[config.mk]
export PLATFORM = sky130hd
export DESIGN_NAME = result_collector
export DESIGN_NICKNAME = d
export VERILOG_FILES = /design/src/rtl/result_collector.sv
export SDC_FILE = /design/constraint.sdc
export NUM_CORES = 1
export LEC_CHECK = 0
export CORE_ASPECT_RATIO = 0.6
export CORE_UTILIZATION = 40
export CTS_CLUSTER_SIZE = 40
export DETAILED_ROUTE_END_ITERATION = 8
export PLACE_DENSITY = 0.69
export SLEW_MARGIN = 30
export SYNTH_ARGS = -nofsm -noshare
export SYNTH_HDL_FRONTEND = slang
export SYNTH_SLANG_ARGS = --single-unit
[constraint.sdc]
create_clock -name clock_i -period 2.8 [get_ports clock_i]
set_clock_uncertainty 0.2 [all_clocks]
set_input_delay 0.42 -clock clock_i [delete_from_list [all_inputs] [get_ports clock_i]]
set_output_delay 0.42 -clock clock_i [all_outputs]
set_load 0.01 [all_outputs]
[src/rtl/result_collector.sv]
// rtl/result_collector.sv - drains solver RAM banks in pixel order into a ready/valid pixel stream
// Bank/address generated by wrap counters; returned words go through a 2-entry FIFO.
module result_collector #(
  parameter int NUM_SOLVERS = 1,
  parameter int NUM_PIXELS  = 1024
) (
  input  logic        clock_i,
  input  logic        reset_ni,
  input  logic        start_i,
  input  logic        solvers_done_i,
  output logic [5:0]  rd_solver_id_o,
  output logic [9:0]  rd_addr_o,
  input  logic [7:0]  rd_data_in_i,
  output logic        pix_valid_o,
  input  logic        pix_ready_i,
  output logic [7:0]  pix_data_o,
  output logic [15:0] pix_index_o,
  output logic        pix_last_o,
  output logic        busy_o,
  output logic        frame_done_o
);

  localparam logic [1:0]  S_IDLE   = 2'd0;
  localparam logic [1:0]  S_WAIT   = 2'd1;
  localparam logic [1:0]  S_STREAM = 2'd2;
  localparam logic [1:0]  S_DRAIN  = 2'd3;
  localparam logic [5:0]  LAST_ID  = 6'(NUM_SOLVERS - 1);
  localparam logic [16:0] NPIX     = 17'(NUM_PIXELS);
  localparam logic [15:0] LAST_IDX = 16'(NUM_PIXELS - 1);

  logic [1:0]  state_q, state_d;
  logic [5:0]  id_q, id_d, rd_id_q, rd_id_d;
  logic [9:0]  addr_q, addr_d, rd_addr_q, rd_addr_d;
  logic [16:0] issued_q, issued_d;
  logic        inflight_q;
  logic [7:0]  head_q, head_d, tail_q, tail_d;
  logic [1:0]  count_q, count_d;
  logic [15:0] idx_q, idx_d;
  logic        frame_done_q, frame_done_d;
  logic        pop, push, room, issue;

  // A pixel leaving this cycle frees its slot, so steady state issues one read per cycle.
  assign pop   = (count_q != 2'd0) && pix_ready_i;
  assign push  = inflight_q;
  assign room  = (3'({1'b0, count_q}) - 3'(pop) + 3'(inflight_q)) < 3'd2;
  assign issue = (state_q == S_STREAM) && room && (issued_q < NPIX);

  always_comb begin
    state_d      = state_q;
    id_d         = id_q;
    addr_d       = addr_q;
    issued_d     = issued_q;
    rd_id_d      = rd_id_q;
    rd_addr_d    = rd_addr_q;
    head_d       = head_q;
    tail_d       = tail_q;
    count_d      = 2'(count_q + 2'(push) - 2'(pop));
    idx_d        = 16'(idx_q + 16'(pop));
    frame_done_d = 1'b0;

    case ({push, pop})
      2'b10: begin
        if (count_q == 2'd0) head_d = rd_data_in_i;
        else                 tail_d = rd_data_in_i;
      end
      2'b01: head_d = tail_q;
      2'b11: begin
        if (count_q == 2'd1) begin
          head_d = rd_data_in_i;
        end else begin
          head_d = tail_q;
          tail_d = rd_data_in_i;
        end
      end
      default: ;
    endcase

    if (issue) begin
      rd_id_d   = id_q;
      rd_addr_d = addr_q;
      issued_d  = 17'(issued_q + 17'd1);
      if (id_q == LAST_ID) begin
        id_d   = 6'd0;
        addr_d = 10'(addr_q + 10'd1);
      end else begin
        id_d = 6'(id_q + 6'd1);
      end
    end

    case (state_q)
      S_IDLE: begin
        if (start_i) begin
          state_d  = S_WAIT;
          id_d     = 6'd0;
          addr_d   = 10'd0;
          issued_d = 17'd0;
          idx_d    = 16'd0;
        end
      end
      S_WAIT:   if (solvers_done_i) state_d = S_STREAM;
      S_STREAM: if (issue && (issued_q == NPIX - 17'd1)) state_d = S_DRAIN;
      default: begin
        if (pop && (idx_q == LAST_IDX)) begin
          state_d      = S_IDLE;
          frame_done_d = 1'b1;
        end
      end
    endcase
  end

  always_ff @(posedge clock_i or negedge reset_ni) begin
    if (!reset_ni) begin
      state_q      <= S_IDLE;
      id_q         <= 6'd0;
      addr_q       <= 10'd0;
      issued_q     <= 17'd0;
      rd_id_q      <= 6'd0;
      rd_addr_q    <= 10'd0;
      inflight_q   <= 1'b0;
      head_q       <= 8'd0;
      tail_q       <= 8'd0;
      count_q      <= 2'd0;
      idx_q        <= 16'd0;
      frame_done_q <= 1'b0;
    end else begin
      state_q      <= state_d;
      id_q         <= id_d;
      addr_q       <= addr_d;
      issued_q     <= issued_d;
      rd_id_q      <= rd_id_d;
      rd_addr_q    <= rd_addr_d;
      inflight_q   <= issue;
      head_q       <= head_d;
      tail_q       <= tail_d;
      count_q      <= count_d;
      idx_q        <= idx_d;
      frame_done_q <= frame_done_d;
    end
  end

  assign rd_solver_id_o = issue ? id_q : rd_id_q;
  assign rd_addr_o      = issue ? addr_q : rd_addr_q;
  assign pix_valid_o    = (count_q != 2'd0);
  assign pix_data_o     = head_q;
  assign pix_index_o    = idx_q;
  assign pix_last_o     = pix_valid_o && (idx_q == LAST_IDX);
  assign busy_o         = (state_q != S_IDLE);
  assign frame_done_o   = frame_done_q;

endmodule

After elaboration in Yosys (flattened, before gate mapping)
Cells that the tools add are included.
{ "word_totals": {"out_inout_bits": 44, "inputBits": 13, "regBits": 87} }
{ "classes": {"magnitude_cmp": 2, "n_reduce_logical": 18, "n_addsub": 8, "muxes": 28, "eq_ne": 14} }
{ "op_table": {"columns": ["op", "count"], "rows": [
  ["$mux W17", 3],
  ["$mux W10", 5],
  ["$mux W16", 2],
  ["$mux W8", 4],
  ["$mux W6", 5],
  ["$pmux W8 S3", 1],
  ["$add A17 B1 Y17 const B", 1],
  ["$eq A17 B10 Y1 const B", 1],
  ["$lt A17 B11 Y1 const B", 1],
  ["$add A16 B1 Y16", 1],
  ["$eq A16 B10 Y1 const B", 1],
  ["$pmux W8 S2", 1],
  ["$add A10 B1 Y10 const B", 1],
  ["$ne A2 B2 Y1 const B", 5],
  ["$mux W2", 4],
  ["$add A6 B1 Y6 const B", 1],
  ["$eq A2 B1 Y1 const B", 3],
  ["$eq A2 B2 Y1 const B", 3],
  ["$logic_and A1 B1 Y1", 6],
  ["$logic_not A6 Y1", 1],
  ["$pmux W2 S3", 1],
  ["$reduce_bool A2 Y1", 3],
  ["$logic_not A2 Y1", 2],
  ["$reduce_and A4 Y1", 1],
  ["12 further kinds", 13]
]} }

Logic depth before layout (Yosys ltp)
{ "logic_depth": {"word_depth": 10, "mapped_depth": 13} }

Worst setup path after synthesis
Ideal clock, no wire load.
{ "synth_path": {"kind": "flip-flop to output port", "startpoint": "reg count_q[1]", "endpoint": "out rd_addr_o[4]", "path_slack_ns": -0.411, "path_stages_with_launch": 12, "path_buffers": 2, "t_arrival_ns": 2.591, "path_cell_list": "dfrtp_1 nor2_1 nor2b_1 nand2_1 o21ai_0 ha_1 fa_1 nor3_1 nand4_1 buf_2 clkbuf_1 o21ai_0"} }
{ "synth_between": {"elab_chain_cells": 8} }
{ "synth_lines": {"columns": ["item", "line_no", "rtl"], "rows": [
  ["start: declaration", "37", "logic [1:0] count_q, count_d;"],
  ["start signal: assignment", "135", "count_q <= count_d;"],
  ["$reduce_bool A2 Y1", "43", "assign pop = (count_q != 2'd0) && pix_ready_i;"],
  ["$logic_and A1 B1 Y1", "43", null],
  ["$sub A2 B1 Y3 (*)", "45", "assign room = (3'({1'b0, count_q}) - 3'(pop) + 3'(inflight_q)) < 3'd2;"],
  ["$add A3 B1 Y3 (*)", "45", null],
  ["$lt A3 B2 Y1 (*)", "45", null],
  ["$logic_and A1 B1 Y1 (*) (2 in series)", "46", "assign issue = (state_q == S_STREAM) && room && (issued_q < NPIX);"],
  ["$mux W10 (*)", null, null],
  ["end: declaration", "12", "output logic [9:0] rd_addr_o,"]
]} }
Mark *: on every way between the ends. The rest lies on a longest branch, timed or not.

Worst setup path in the final report
{ "layout_path": {"startpoint": "reg count_q[1]", "endpoint": "out rd_solver_id_o[5]"} }
{ "layout_between": {"elab_chain_cells": 8} }
{ "layout_lines": {"columns": ["item", "line_no", "rtl"], "rows": [
  ["$reduce_bool A2 Y1", "43", null],
  ["$logic_and A1 B1 Y1", "43", null],
  ["$sub A2 B1 Y3 (*)", "45", null],
  ["$add A3 B1 Y3 (*)", "45", null],
  ["$lt A3 B2 Y1 (*)", "45", null],
  ["$logic_and A1 B1 Y1 (*) (2 in series)", "46", null],
  ["$mux W6 (*)", null, null],
  ["end: declaration", "11", "output logic [5:0] rd_solver_id_o,"]
]} }
Marks and branches as above.

==> flow_summary.toml <==
[layout]
fin_area_mm2 = 0.00597
stdcell_count = 624
drive_gt1_share_pct = 34.8
antenna_cells = 0
nNetsFinal = 515
syn_to_final_growth_pct = 51.3
fill_cells = 713
multi_input_comb_area_mm2 = 0.00214
regArea_mm2 = 0.00218

[floorplan]
pin_count = 57
die_area_mm2 = 0.0103
die_w_um = 130
die_h_um = 78.9
initial_core_util_pct = 42.2
rows = 27
coreArea_mm2 = 0.00936

[sta]
max_freq_ghz = 0.298
finalHoldViolations = 0
maxSlewViolCount = 0
slew_headroom_pct = 41.5
setup_slack_ns = -0.559
fin_crit_sh_pct = 120
worst_slew_pin_slew_ns = 0.871
setup_viol = 40
rsz0062_at_grt = "yes"
period_needed_ns = 3.36
tns_ns = -11.60

[global_route]
grt_pass1_vias = 3150
antenna_found_initial = 0
grt_pass1_wl_mm = 15.8
overflow = 0
track_usage_pct = 20.2
grt_max_degree = 39

[clocking]
cts-root-buf = "clkbuf_16"
clock-sinks = 87
cts_tree = "built"
htreeDepth = 3
clockBufferDepth = 2
numCtsBuffers = 9
clk_pin_slew_worst_paths_ns = 0.06
clk_latency_ns = 0.35

[worst_setup_path]
slowest_stage = "fa_1"
worstPathCellList = "nor2_4, nor2b_4, nand2_2, o21ai_2, ha_2, fa_1, nor3_1, nand4_1, buf_6, buf_12, buf_8, nand2_2, nand2_2, buf_6"
critical_path.reg2reg.startpoint = "count_q[1]"
crit_top_cell = "nand2_2"
path_class = "reg -> out"
ff2ff_path_depth = 15
cp.arrival_ns = 2.74
cpPeakStageDelay_ns = 0.46
startpoint = "count_q[1]"
r2r_end = "addr_q[7]"
path_max_fanout = 5
crit_end = "rd_solver_id_o[5]"
rrSetupSlack_ns = -0.41
critPathCaptureType = "primary output"
cp-start-kind = "flop"
cp.required_ns = 2.18

[placed_design]
dp_hpwl_mm = 6.14
port_buffers = 56
gp_congestion = 0.799
placed_area_mm2 = 0.00498
place_ws_ns = -1.03
placed_cells = 585

[routing]
wl_per_cell_um = 15.6
first_pass_iters = 4
viasPerCell = 5.07
num_vias = 3164
route.detailed.drc = 0
wirelength_mm = 9.76
drtIter0Drc = 182
ant_nets = 0

[synthesis]
synth_area_mm2 = 0.00395
synthCells = 381
synth_cell_type_count = 38
syn_nets = 406
ys_ff_latch = 87
postSynthAreaPerCell_um2 = 10.4
synth-edff-count = 0
async_flop_share_pct = 100
yosysSeqAreaShare_pct = 55.2
yosysWarnings = 0
synth_top_flop_cell = "dfrtp_1"

[status]
violations = "setup timing"
outcome = "finished with violations"

[min_path]
holdCritPathClass = "reg -> reg"

[power_and_ir_drop]
peakVddDrop_v = 0.000447
report.power.total_uw = 4720
leakage_uw = 0.00283
p_per_area_mw_per_mm2 = 790

[run]
max_cap_viol_count = 0
logic make-up (layout without fill, tap and decap cells):
kind of cell             after synthesis  after routing  synth area share [%]
AND/OR/NAND/NOR                      179            179                  21.9
flip-flops                            87             87                  55.2
XOR/XNOR                              36             36                  7.99
AO/OA/AOI/OAI                         35             35                  5.96
buffers and inverters                 22            135                  2.22
adder cells (fa/ha/maj)               12             12                  4.00
multiplexers                          10             10                  2.79
sequential cells by signal, summed over array words and instances (netlist names):
register and count:
addr_q 10, count_q 2, frame_done_o 1, id_q 6
inflight_q 1, issued_q 17, pix_data_o 8, pix_index_o 16
rd_addr_q 10, rd_id_q 6, state_q 2, tail_q 8
cells in the final DEF, fill, tap and decap left out, types with 4 or more instances in the layout:
cell type,instances
ha_1,10
xor2_1,23
buf_6,32
buf_12,5
clkdlybuf4s50_1,38
a21oi_1,4
buf_4,26
nand4_1,10
nand3_1,11
a22o_1,6
and4_1,5
and3_1,5
xnor2_1,10
a21o_1,6
nor3_4,5
nand2_2,27
buf_8,5
inv_1,9
dfrtp_1,87
a21oi_2,4
nand2_4,11
mux2_2,8
clkbuf_16,10
nand2_1,27
and2_1,11
nor2_1,38
synth_stat cells, types with 9 or more instances:
cell,instances,share of area (%)
ha_1,11,3.5
nand4_1,10,1.6
nand2_1,65,6.2
and2_1,11,1.7
xor2_1,24,5.3
xnor2_1,12,2.7
nand3_1,15,1.9
nor2_1,42,4.0
dfrtp_1,87,55
inv_1,9,0.86
layout make-up:
type / count / area share (%)
clock buffer: 11 / 4.07
clock inverter: 4 / 0.377
inverter: 10 / 0.629
multi-input combinational: 272 / 35.9
timing repair buffer: 110 / 19.8
tap: 130 / 2.73
sequential: 87 / 36.5
worst min path at each step:
stage	slack [ns]	cells past startpoint	endpoint	startpoint
global route	0.31	2	rd_id_q[3]	rd_id_q[3]
global placement	0.17	1	rd_id_q[1]	reset_ni
floorplan	-0.08	0	addr_q[0]	reset_ni
CTS	0.28	2	rd_addr_q[3]	rd_addr_q[3]
finish	0.28	2	pix_data_o[4]	pix_data_o[4]
detailed placement	0.18	1	rd_id_q[1]	reset_ni
power breakdown:
part	total, uW	internal [uW]	switching (uW)
logic	1940	1030	918
registers	1680	1480	195
clock network	1090	616	479
total	4720	3120	1590
layer usage:
layer,up-vias,wire (um),global-route usage (%)
met4,0,120,5.70
met3,13,482,5.93
met5,-,0,0
met2,79,4320,29.9
li1,1521,-,-
met1,1551,4830,28.6
per-stage QoR:
| step | utilization [%] | hold WS [ns] |
|---|---|---|
| after floorplan | - | -0.0756 |
| after global placement | 53.2 | 0.174 |
| after detailed placement | 53.2 | 0.179 |
| after CTS | 59.5 | 0.278 |
| after global routing | 63.8 | 0.306 |
| final | 63.8 | 0.285 |
worst max-delay path: cells and delay by family, from the launching register on:
kind                     cells  cell delay (ns)
flip-flops                   1             0.41
buffers and inverters        4             0.59
adder cells (fa/ha/maj)      2             0.63
AO/OA/AOI/OAI                1             0.06
AND/OR/NAND/NOR              7             0.71
repair_timing:
| action | in CTS | in global routing |
|---|---|---|
| setup buffers | 8 | 16 |
| resized for setup | 125 | 69 |
| pin swaps | 24 | 21 |
| endpoints found under the hold margin | 28 | 0 |
| setup endpoints to repair | 45 | 46 |
| cloned | 2 | 1 |
| hold buffers | 1 | 0 |
(Power assumes the default switching activity.)
